### src/rtl/q10_mul_arbiter_pkg.sv
// q10_mul_arbiter_pkg: shared Q10 constants, word type
// and the truncate-toward-zero scaling helper.
package q10_mul_arbiter_pkg;

  localparam int Q_FRAC      = 10;
  localparam int DATA_W      = 32;
  localparam int MUL_LATENCY = 3;

  typedef logic signed [DATA_W-1:0] q10_t;

  // Divide by 2^Q_FRAC rounding toward zero:
  // bias negatives before the arithmetic shift.
  function automatic q10_t q10_scale(
    input logic signed [2*DATA_W-1:0] p
  );
    logic signed [2*DATA_W-1:0] t;
    t = p;
    if (p < 0)
      t = p + ((64'sd1 <<< Q_FRAC) - 64'sd1);
    t = t >>> Q_FRAC;
    return t[DATA_W-1:0];
  endfunction

endpackage

### src/rtl/q10_mul_arbiter_if.sv
// q10_mul_arbiter_if: requester operand/grant bus and
// shared result bus; master = requesters, slave = arbiter.
interface q10_mul_arbiter_if #(
  parameter int NUM_REQ = 4
);
  import q10_mul_arbiter_pkg::*;

  logic [NUM_REQ-1:0]             req_valid;
  logic [NUM_REQ-1:0]             req_ready;
  logic [NUM_REQ-1:0][DATA_W-1:0] req_a;
  logic [NUM_REQ-1:0][DATA_W-1:0] req_b;
  logic [NUM_REQ-1:0]             res_valid;
  q10_t                           res_data;
  logic                           busy;

  modport master (
    output req_valid, req_a, req_b,
    input  req_ready, res_valid, res_data, busy
  );

  modport slave (
    input  req_valid, req_a, req_b,
    output req_ready, res_valid, res_data, busy
  );

endinterface

### src/rtl/q10_mul_arbiter_pipe.sv
// q10_mul_pipe: 3-stage Q10 multiply (operand, product,
// scaled result) carrying a requester tag; no stalls.
module q10_mul_pipe
  import q10_mul_arbiter_pkg::*;
#(
  parameter int TAG_W = 2
) (
  input  logic             clock,
  input  logic             reset_n,
  input  logic             in_valid,
  input  logic [TAG_W-1:0] in_tag,
  input  q10_t             in_a,
  input  q10_t             in_b,
  output logic             out_valid,
  output logic [TAG_W-1:0] out_tag,
  output q10_t             out_result,
  output logic             busy
);

  logic [MUL_LATENCY-1:0] vld;
  logic [TAG_W-1:0]       tag [MUL_LATENCY];

  q10_t                       s1_a;
  q10_t                       s1_b;
  logic signed [2*DATA_W-1:0] s2_p;
  q10_t                       s3_r;

  always_ff @(posedge clock or negedge reset_n) begin
    if (!reset_n) begin
      vld  <= '0;
      s1_a <= '0;
      s1_b <= '0;
      s2_p <= '0;
      s3_r <= '0;
      for (int i = 0; i < MUL_LATENCY; i++)
        tag[i] <= '0;
    end else begin
      vld    <= {vld[MUL_LATENCY-2:0], in_valid};
      tag[0] <= in_tag;
      for (int i = 1; i < MUL_LATENCY; i++)
        tag[i] <= tag[i-1];
      s1_a <= in_a;
      s1_b <= in_b;
      s2_p <= (2*DATA_W)'(s1_a) * (2*DATA_W)'(s1_b);
      s3_r <= q10_scale(s2_p);
    end
  end

  assign out_valid  = vld[MUL_LATENCY-1];
  assign out_tag    = tag[MUL_LATENCY-1];
  assign out_result = s3_r;
  assign busy       = |vld;

endmodule

### src/rtl/q10_mul_arbiter.sv
// q10_mul_arbiter: round-robin arbiter feeding a shared
// Q10 multiply pipe; results strobed to the issuer.
module q10_mul_arbiter
  import q10_mul_arbiter_pkg::*;
#(
  parameter int NUM_REQ = 4
) (
  input logic                 clock,
  input logic                 reset_n,
  q10_mul_arbiter_if.slave    bus
);

  localparam int TAG_W = $clog2(NUM_REQ);

  logic [TAG_W-1:0]   last_grant;
  logic [TAG_W-1:0]   cand;
  logic [TAG_W-1:0]   gnt_idx;
  logic [NUM_REQ-1:0] gnt;
  logic               found;

  logic               p_valid;
  logic [TAG_W-1:0]   p_tag;

  // Search starts one past the last winner.
  always_comb begin
    gnt     = '0;
    gnt_idx = last_grant;
    found   = 1'b0;
    cand    = '0;
    for (int k = 1; k <= NUM_REQ; k++) begin
      cand = TAG_W'((int'(last_grant) + k) % NUM_REQ);
      if (!found && bus.req_valid[cand]) begin
        gnt[cand] = 1'b1;
        gnt_idx   = cand;
        found     = 1'b1;
      end
    end
  end

  always_ff @(posedge clock or negedge reset_n) begin
    if (!reset_n)
      last_grant <= TAG_W'(NUM_REQ - 1);
    else if (found)
      last_grant <= gnt_idx;
  end

  q10_mul_pipe #(
    .TAG_W (TAG_W)
  ) u_pipe (
    .clock      (clock),
    .reset_n    (reset_n),
    .in_valid   (found),
    .in_tag     (gnt_idx),
    .in_a       (bus.req_a[gnt_idx]),
    .in_b       (bus.req_b[gnt_idx]),
    .out_valid  (p_valid),
    .out_tag    (p_tag),
    .out_result (bus.res_data),
    .busy       (bus.busy)
  );

  assign bus.req_ready = gnt;
  assign bus.res_valid = p_valid
    ? (NUM_REQ'(1) << p_tag)
    : '0;

endmodule

### src/flat_wrapper.sv
// flat-port wrapper written by rule: the top's interface ports become plain ports
module q10_mul_arbiter_flat import q10_mul_arbiter_pkg::*;
#(
  parameter int NUM_REQ = 4
)
  (clock, reset_n, bus_req_valid, bus_req_a, bus_req_b, bus_req_ready, bus_res_valid, bus_res_data, bus_busy);
  q10_mul_arbiter_if #(.NUM_REQ(NUM_REQ)) bus_i ();
  input logic clock;
  input logic reset_n;
  input wire logic [$bits(bus_i.req_valid)-1:0] bus_req_valid;
  input wire logic [$bits(bus_i.req_a)-1:0] bus_req_a;
  input wire logic [$bits(bus_i.req_b)-1:0] bus_req_b;
  output wire logic [$bits(bus_i.req_ready)-1:0] bus_req_ready;
  output wire logic [$bits(bus_i.res_valid)-1:0] bus_res_valid;
  output wire logic [$bits(bus_i.res_data)-1:0] bus_res_data;
  output wire logic [$bits(bus_i.busy)-1:0] bus_busy;
  assign bus_i.req_valid = bus_req_valid;
  assign bus_i.req_a = bus_req_a;
  assign bus_i.req_b = bus_req_b;
  assign bus_req_ready = bus_i.req_ready;
  assign bus_res_valid = bus_i.res_valid;
  assign bus_res_data = bus_i.res_data;
  assign bus_busy = bus_i.busy;
  q10_mul_arbiter #(.NUM_REQ(NUM_REQ)) u_core (.clock(clock), .reset_n(reset_n), .bus(bus_i));
endmodule
### config.mk
export PLATFORM = sky130hd
export DESIGN_NAME = q10_mul_arbiter_flat
export DESIGN_NICKNAME = d
export VERILOG_FILES = /design/src/rtl/q10_mul_arbiter_pkg.sv /design/src/rtl/q10_mul_arbiter_if.sv /design/src/rtl/q10_mul_arbiter_pipe.sv /design/src/rtl/q10_mul_arbiter.sv /design/src/flat_wrapper.sv
export SDC_FILE = /design/constraint.sdc
export NUM_CORES = 2
export LEC_CHECK = 0
export BUFFER_PORTS_ARGS = -buffer_cell sky130_fd_sc_hd__buf_2
export CAP_MARGIN = 25
export CORE_UTILIZATION = 41
export CTS_CLUSTER_DIAMETER = 30
export DETAILED_ROUTE_END_ITERATION = 16
export GPL_ROUTABILITY_DRIVEN = 0
export PLACE_DENSITY = 0.57
export SLEW_MARGIN = 30
export SYNTH_ARGS = -nofsm -noshare
export SYNTH_HDL_FRONTEND = slang
export SYNTH_HIERARCHICAL = 1
export SYNTH_SLANG_ARGS = --single-unit
### constraint.sdc
create_clock -name clock -period 6.96 [get_ports clock]
set_input_delay 0.348 -clock clock [delete_from_list [all_inputs] [get_ports clock]]
set_output_delay 0.348 -clock clock [all_outputs]
set_load 0.01 [all_outputs]
After elaboration in Yosys (flattened, before gate mapping)

Index checks and enable logic that the tools add are counted.

Word-level logic and storage cells: 74
Input port bits: 262
Output and inout port bits: 41
Register bits after elaboration: 171

Multipliers: 1
Mux-type cells: 34
Shift operators: 1
Reduce and logical (&&, ||, !) cells: 11
$add $sub $neg: 5
$lt $le $gt $ge: 10
Bitwise operators: 3

Operators by type and width:

| cell                     | number |
|---|---|
| $bmux W32 S2             | 2 |
| $lt A64 B1 Y1 const B    | 1 |
| $mul A32 B32 Y64         | 1 |
| $mux W32                 | 2 |
| $add A42 B11 Y42 const B | 1 |
| $mux W42                 | 1 |
| $mux W4                  | 5 |
| $lt A2 B3 Y1 const B     | 5 |
| $mux W1                  | 12 |
| $or A4 B4 Y4             | 3 |
| $bmux W1 S2              | 4 |
| $demux W1 S2             | 4 |
| $ge A2 B1 Y1 const B     | 4 |
| $mux W2                  | 4 |
| $logic_and A1 B1 Y1      | 7 |
| $add A2 B1 Y2 const B    | 2 |
| $add A2 B2 Y2 const B    | 2 |
| $shl A1 B2 Y4 const A    | 1 |
| $logic_not A1 Y1         | 3 |
| $reduce_or A3 Y1         | 1 |

Longest topological paths before layout

Depth after elaboration: 15
Mapped depth: 28
Mapped depth without buffers: 27

Cells and area by module

The synthesis kept the hierarchy.

Modules (own cells, without submodules):

| module          | area each (µm²) | cells each | sequential area each (µm²) | times used |
|---|---|---|---|---|
| q10_mul_pipe    | 39544.2         | 4021       | 3703.6                     | 1 |
| q10_mul_arbiter | 6024.5          | 1083       | 52.6                       | 1 |

Worst setup path after synthesis

Ideal clock, no wire load.

Path type: flip-flop to flip-flop
From: reg u_core.u_pipe.s1_a[31]
To: reg u_core.u_pipe.s2_p[63]
Data required time: 6.880 ns
Buffers on the path: 1
Stages on the path, launching flop included: 26
Setup slack: -0.309 ns
Library setup time: 0.080 ns
Arrival: 7.189 ns
Clock period less this slack: 7.269 ns
Cells stage by stage: dfrtp_1 > clkbuf_1 > nand2_1 > inv_1 > fa_1 > inv_1 > fa_1 > inv_1 > fa_1 > fa_1 > inv_1 > fa_1 > inv_1 > fa_1 > fa_1 > fa_1 > ha_1 > a21o_1 > a21o_1 > a21oi_1 > o21ai_0 > a21o_1 > a21oi_1 > o21ai_0 > a31oi_1 > xnor2_1

Longest elaborated chain between the ends: 1

RTL lines:

| element                  | line                       | RTL |
|---|---|---|
| start: declaration       | q10_mul_arbiter_pipe.sv:23 | `q10_t s1_a;` |
| start signal: assignment | q10_mul_arbiter_pipe.sv:42 | `s1_a <= in_a;` |
| $mul A32 B32 Y64         | q10_mul_arbiter_pipe.sv:44 | `s2_p <= (2*DATA_W)'(s1_a) * (2*DATA_W)'(s1_b);` |
| end signal: assignment   | q10_mul_arbiter_pipe.sv:44 |  |
| end: declaration         | q10_mul_arbiter_pipe.sv:25 | `logic signed [2*DATA_W-1:0] s2_p;` |

Every way passes these cells.
A chain may end at the register's enable or synchronous reset.

Final worst setup path

From: reg u_core.u_pipe.s1_a[16]
To: reg u_core.u_pipe.s2_p[63]

The elaborated chain is that of the path after synthesis.

==> metrics.md <==
| Metric | Value |
|---|---|
| Status | `finished with violations` |
| Failing checks | `setup timing` |
| Fin. Hold Viols | `0` |
| Synth top area cells | `fa_1, inv_1, nand2_1` |
| Top FF cell, synth | `dfrtp_1` |
| Synth Instances | `5104` |
| Worst reg-to-reg path cell count | `26` |
| Gr ovfl total | `0` |
| Die Y | `335.4 um` |
| Most used routing layer | `met2` |
| Ys Warns | `6` |
| Final instance area | `53810 um^2` |
| Vias in the first global route | `37240` |
| Area fraction of the dominant cell type after synthesis | `47.53%` |
| RR Startpoint | `u_core/u_pipe/s1_a[16]` |
| Ports | `303` |
| Final setup violation count | `8` |
| GR met1 Demand/Resource | `34.87%` |
| Worst R2R End | `u_core/u_pipe/s2_p[63]` |
| Placed Area | `51790 um^2` |
| Final Worst Setup Slack | `-0.2094 ns` |
| Fraction of registers with async set or reset after synthesis | `100.0%` |
| DR iter-0 viols | `2376` |
| Setup crit end | `u_core/u_pipe/s2_p[63]` |
| CTS root buf | `clkbuf_16` |
| Crit path max fanout | `5` |
| Clock transition at the registers of the reported paths | `0.07 ns` |
| Max-Cap Viols | `0` |
| First-pass GRT wire length | `213900 um` |
| IO buf count | `302` |
| Avg Cell Area, Syn | `8.928 um^2` |
| Drt pass-1 iters | `6` |
| Final core utilization | `49.16%` |
| Library cells used by synthesis | `67` |
| HP Class | `in -> reg` |
| Cell Rows | `121` |
| Nets@finish | `7113` |
| CP required | `7.38 ns` |
| R2r setup slk | `-0.21 ns` |
| Largest net degree at the start of global routing | `222` |
| Clock skew | `0.01666 ns` |
| Via density per instance | `5.068` |
| Routed Antenna Nets | `0` |
| CTS max path bufs | `2` |
| Overall routing resource usage | `24.74%` |
| Routed vias | `35850` |
| Seq/Total Area, Yosys | `8.243%` |
| Initial Util | `41.63%` |
| CTS Buf Count | `17` |
| Drt total wl | `136800 um` |
| Post-synth top cells | `fa_1, inv_1, nand2_1` |
| Post-synth EDFFs | `0` |
| Unrepaired setup endpoints after global routing | `true` |
| Clock Sinks | `150` |
| Period minus WS final | `7.169 ns` |
| Area growth from synthesis to layout | `18.08%` |
| Die W | `335.4 um` |
| Post-DP HPWL | `111100 um` |
| Max Slew Vio Count | `0` |
| Syn Std Cell Area | `45570 um^2` |
| CP Capture Type | `flip-flop` |
| Worst skew pair latency | `0.50 ns` |
| Initial antenna violation count | `15` |
| CTS tree | `done` |
| Tcrit/Tclk final | `103.0%` |
| H-tree Lvls | `4` |
| DRC viols | `0` |
| CP startpoint | `u_core/u_pipe/s1_a[16]` |
| Grt met3 use | `3.731%` |
| GR Layer Usage met2 | `40.10%` |
| Least-Margin Pin Slew | `0.9200 ns` |
| Register bit count reported by yosys | `150` |
| Post-Syn Nets | `6640` |
| CP arrival | `7.59 ns` |
| Die ar. | `112500 um^2` |
| CP Launch Type | `flip-flop` |
| Fraction of layout cells with a size suffix above 1 | `17.71%` |
| Crit Path Category | `reg -> reg` |
| Routed length per instance | `19.34 um` |
| Area leader, netlist | `fa_1` |
| Max Clk Rate | `139.5 MHz` |
| Core area | `109500 um^2` |
| Top-count cell post-synth | `fa_1` |
| Max-slew headroom | `38.67%` |
==> registers in the layout (all words and copies together), names as in the netlist <==
name,count
u_core/last_grant,2
u_core/u_pipe/out_result,32
u_core/u_pipe/out_tag,2
u_core/u_pipe/s1_a,32
u_core/u_pipe/s1_b,32
u_core/u_pipe/s2_p,43
u_core/u_pipe/tag,4
u_core/u_pipe/vld,3
==> placed cells by master, fill, tap and decap left out, drive strengths merged, types with 24 or more instances in the layout <==
| cell | n |
|---|---|
| and2 | 431 |
| fa | 1082 |
| mux2i | 67 |
| a21o | 28 |
| a22oi | 74 |
| nor2 | 116 |
| a211oi | 136 |
| inv | 1056 |
| ha | 192 |
| nand2 | 1048 |
| xnor2 | 61 |
| clkbuf | 24 |
| buf | 778 |
| a311oi | 67 |
| dfrtp | 148 |
| xor2 | 24 |
| a21oi | 105 |
==> repair_timing <==
action	in CTS	in global routing
hold buffers	1	0
buffers inserted	10	31
setup endpoints to repair	16	22
hold endpoints to repair	60	0
pin swaps	28	80
cloned	0	4
gates resized for setup	92	121
==> kinds of logic (layout without fill, tap and decap cells) <==
logic type | after synthesis | in the layout | synth area share (%)
AO/OA/AOI/OAI | 471 | 471 | 7.455
XOR/XNOR | 85 | 85 | 1.634
adder cells (fa/ha/maj) | 1274 | 1274 | 52.81
buffers and inverters | 1384 | 1870 | 11.60
flip-flops | 150 | 150 | 8.243
multiplexers | 73 | 73 | 1.719
other | 0 | 7 | 0
AND/OR/NAND/NOR | 1667 | 1667 | 16.55
==> per-layer routing <==
metal  routed length, um  up-vias  share of wire [%]
met5                  44        -              0.032
met2               64640     1105                 47
met1               60480    18450                 44
met4                2893        8                2.1
li1                    -    16160                  -
met3                8748      128                6.4
==> worst min-delay path by stage <==
stage / from / end / slack, ns / cells past startpoint
after CTS: bus_req_b[122] / u_core/u_pipe/s1_b[26] / 0.14 / 3
after global placement: u_core/u_pipe/tag[3] / u_core/u_pipe/out_tag[1] / 0.33 / 0
after global routing: bus_req_b[119] / u_core/u_pipe/s1_b[23] / 0.18 / 3
final: bus_req_b[122] / u_core/u_pipe/s1_b[26] / 0.19 / 3
after floorplan: reset_n / u_core/u_pipe/out_result[0] / 0.05 / 0
after detailed placement: u_core/u_pipe/tag[5] / u_core/u_pipe/tag[3] / 0.34 / 0
==> final cells by class <==
cell class	count	area (um^2)
Multi-Input combinational cell	3570	37300
Fill cell	10360	55650
Tap cell	1476	1847
Sequential cell	150	3774
Antenna cell	7	17.52
Clock buffer	19	452.9
Timing Repair Buffer	784	6327
Clock inverter	13	122.6
Inverter	1054	3965
==> per-stage QoR <==
stage | hold slack, ns | setup WS [ns] | setup TNS (ns) | std cells
3_5_place_dp | 0.3385 | -0.7626 | -4.112 | 6988
6_report | 0.1876 | -0.2094 | -1.083 | 7073
2_1_floorplan | 0.05241 | -0.07807 | -0.07807 | 5104
5_1_grt | 0.1800 | -0.4245 | -3.257 | 7072
3_3_place_gp | 0.3343 | -0.6983 | -2.892 | 6988
4_1_cts | 0.1361 | -0.2543 | -1.261 | 7031
==> worst max-delay path, stage by stage, from the launching register on <==
cell	delay [ns]
dfrtp_2	0.50
clkbuf_16	0.19
and2_1	0.17
fa_1	0.53
inv_1	0.05
fa_1	0.46
fa_1	0.47
fa_1	0.55
inv_1	0.05
fa_1	0.54
inv_1	0.05
fa_1	0.48
inv_1	0.05
fa_1	0.48
inv_1	0.05
fa_1	0.47
inv_1	0.04
ha_1	0.28
a21o_1	0.20
a31o_2	0.28
o21bai_4	0.16
a21oi_2	0.09
o41ai_4	0.34
o211a_1	0.23
nand3_2	0.08
a31oi_4	0.19
xnor2_2	0.13
Power is not shown: default switching activity piles up to over one toggle a cycle in this logic, so the estimate is an artifact.
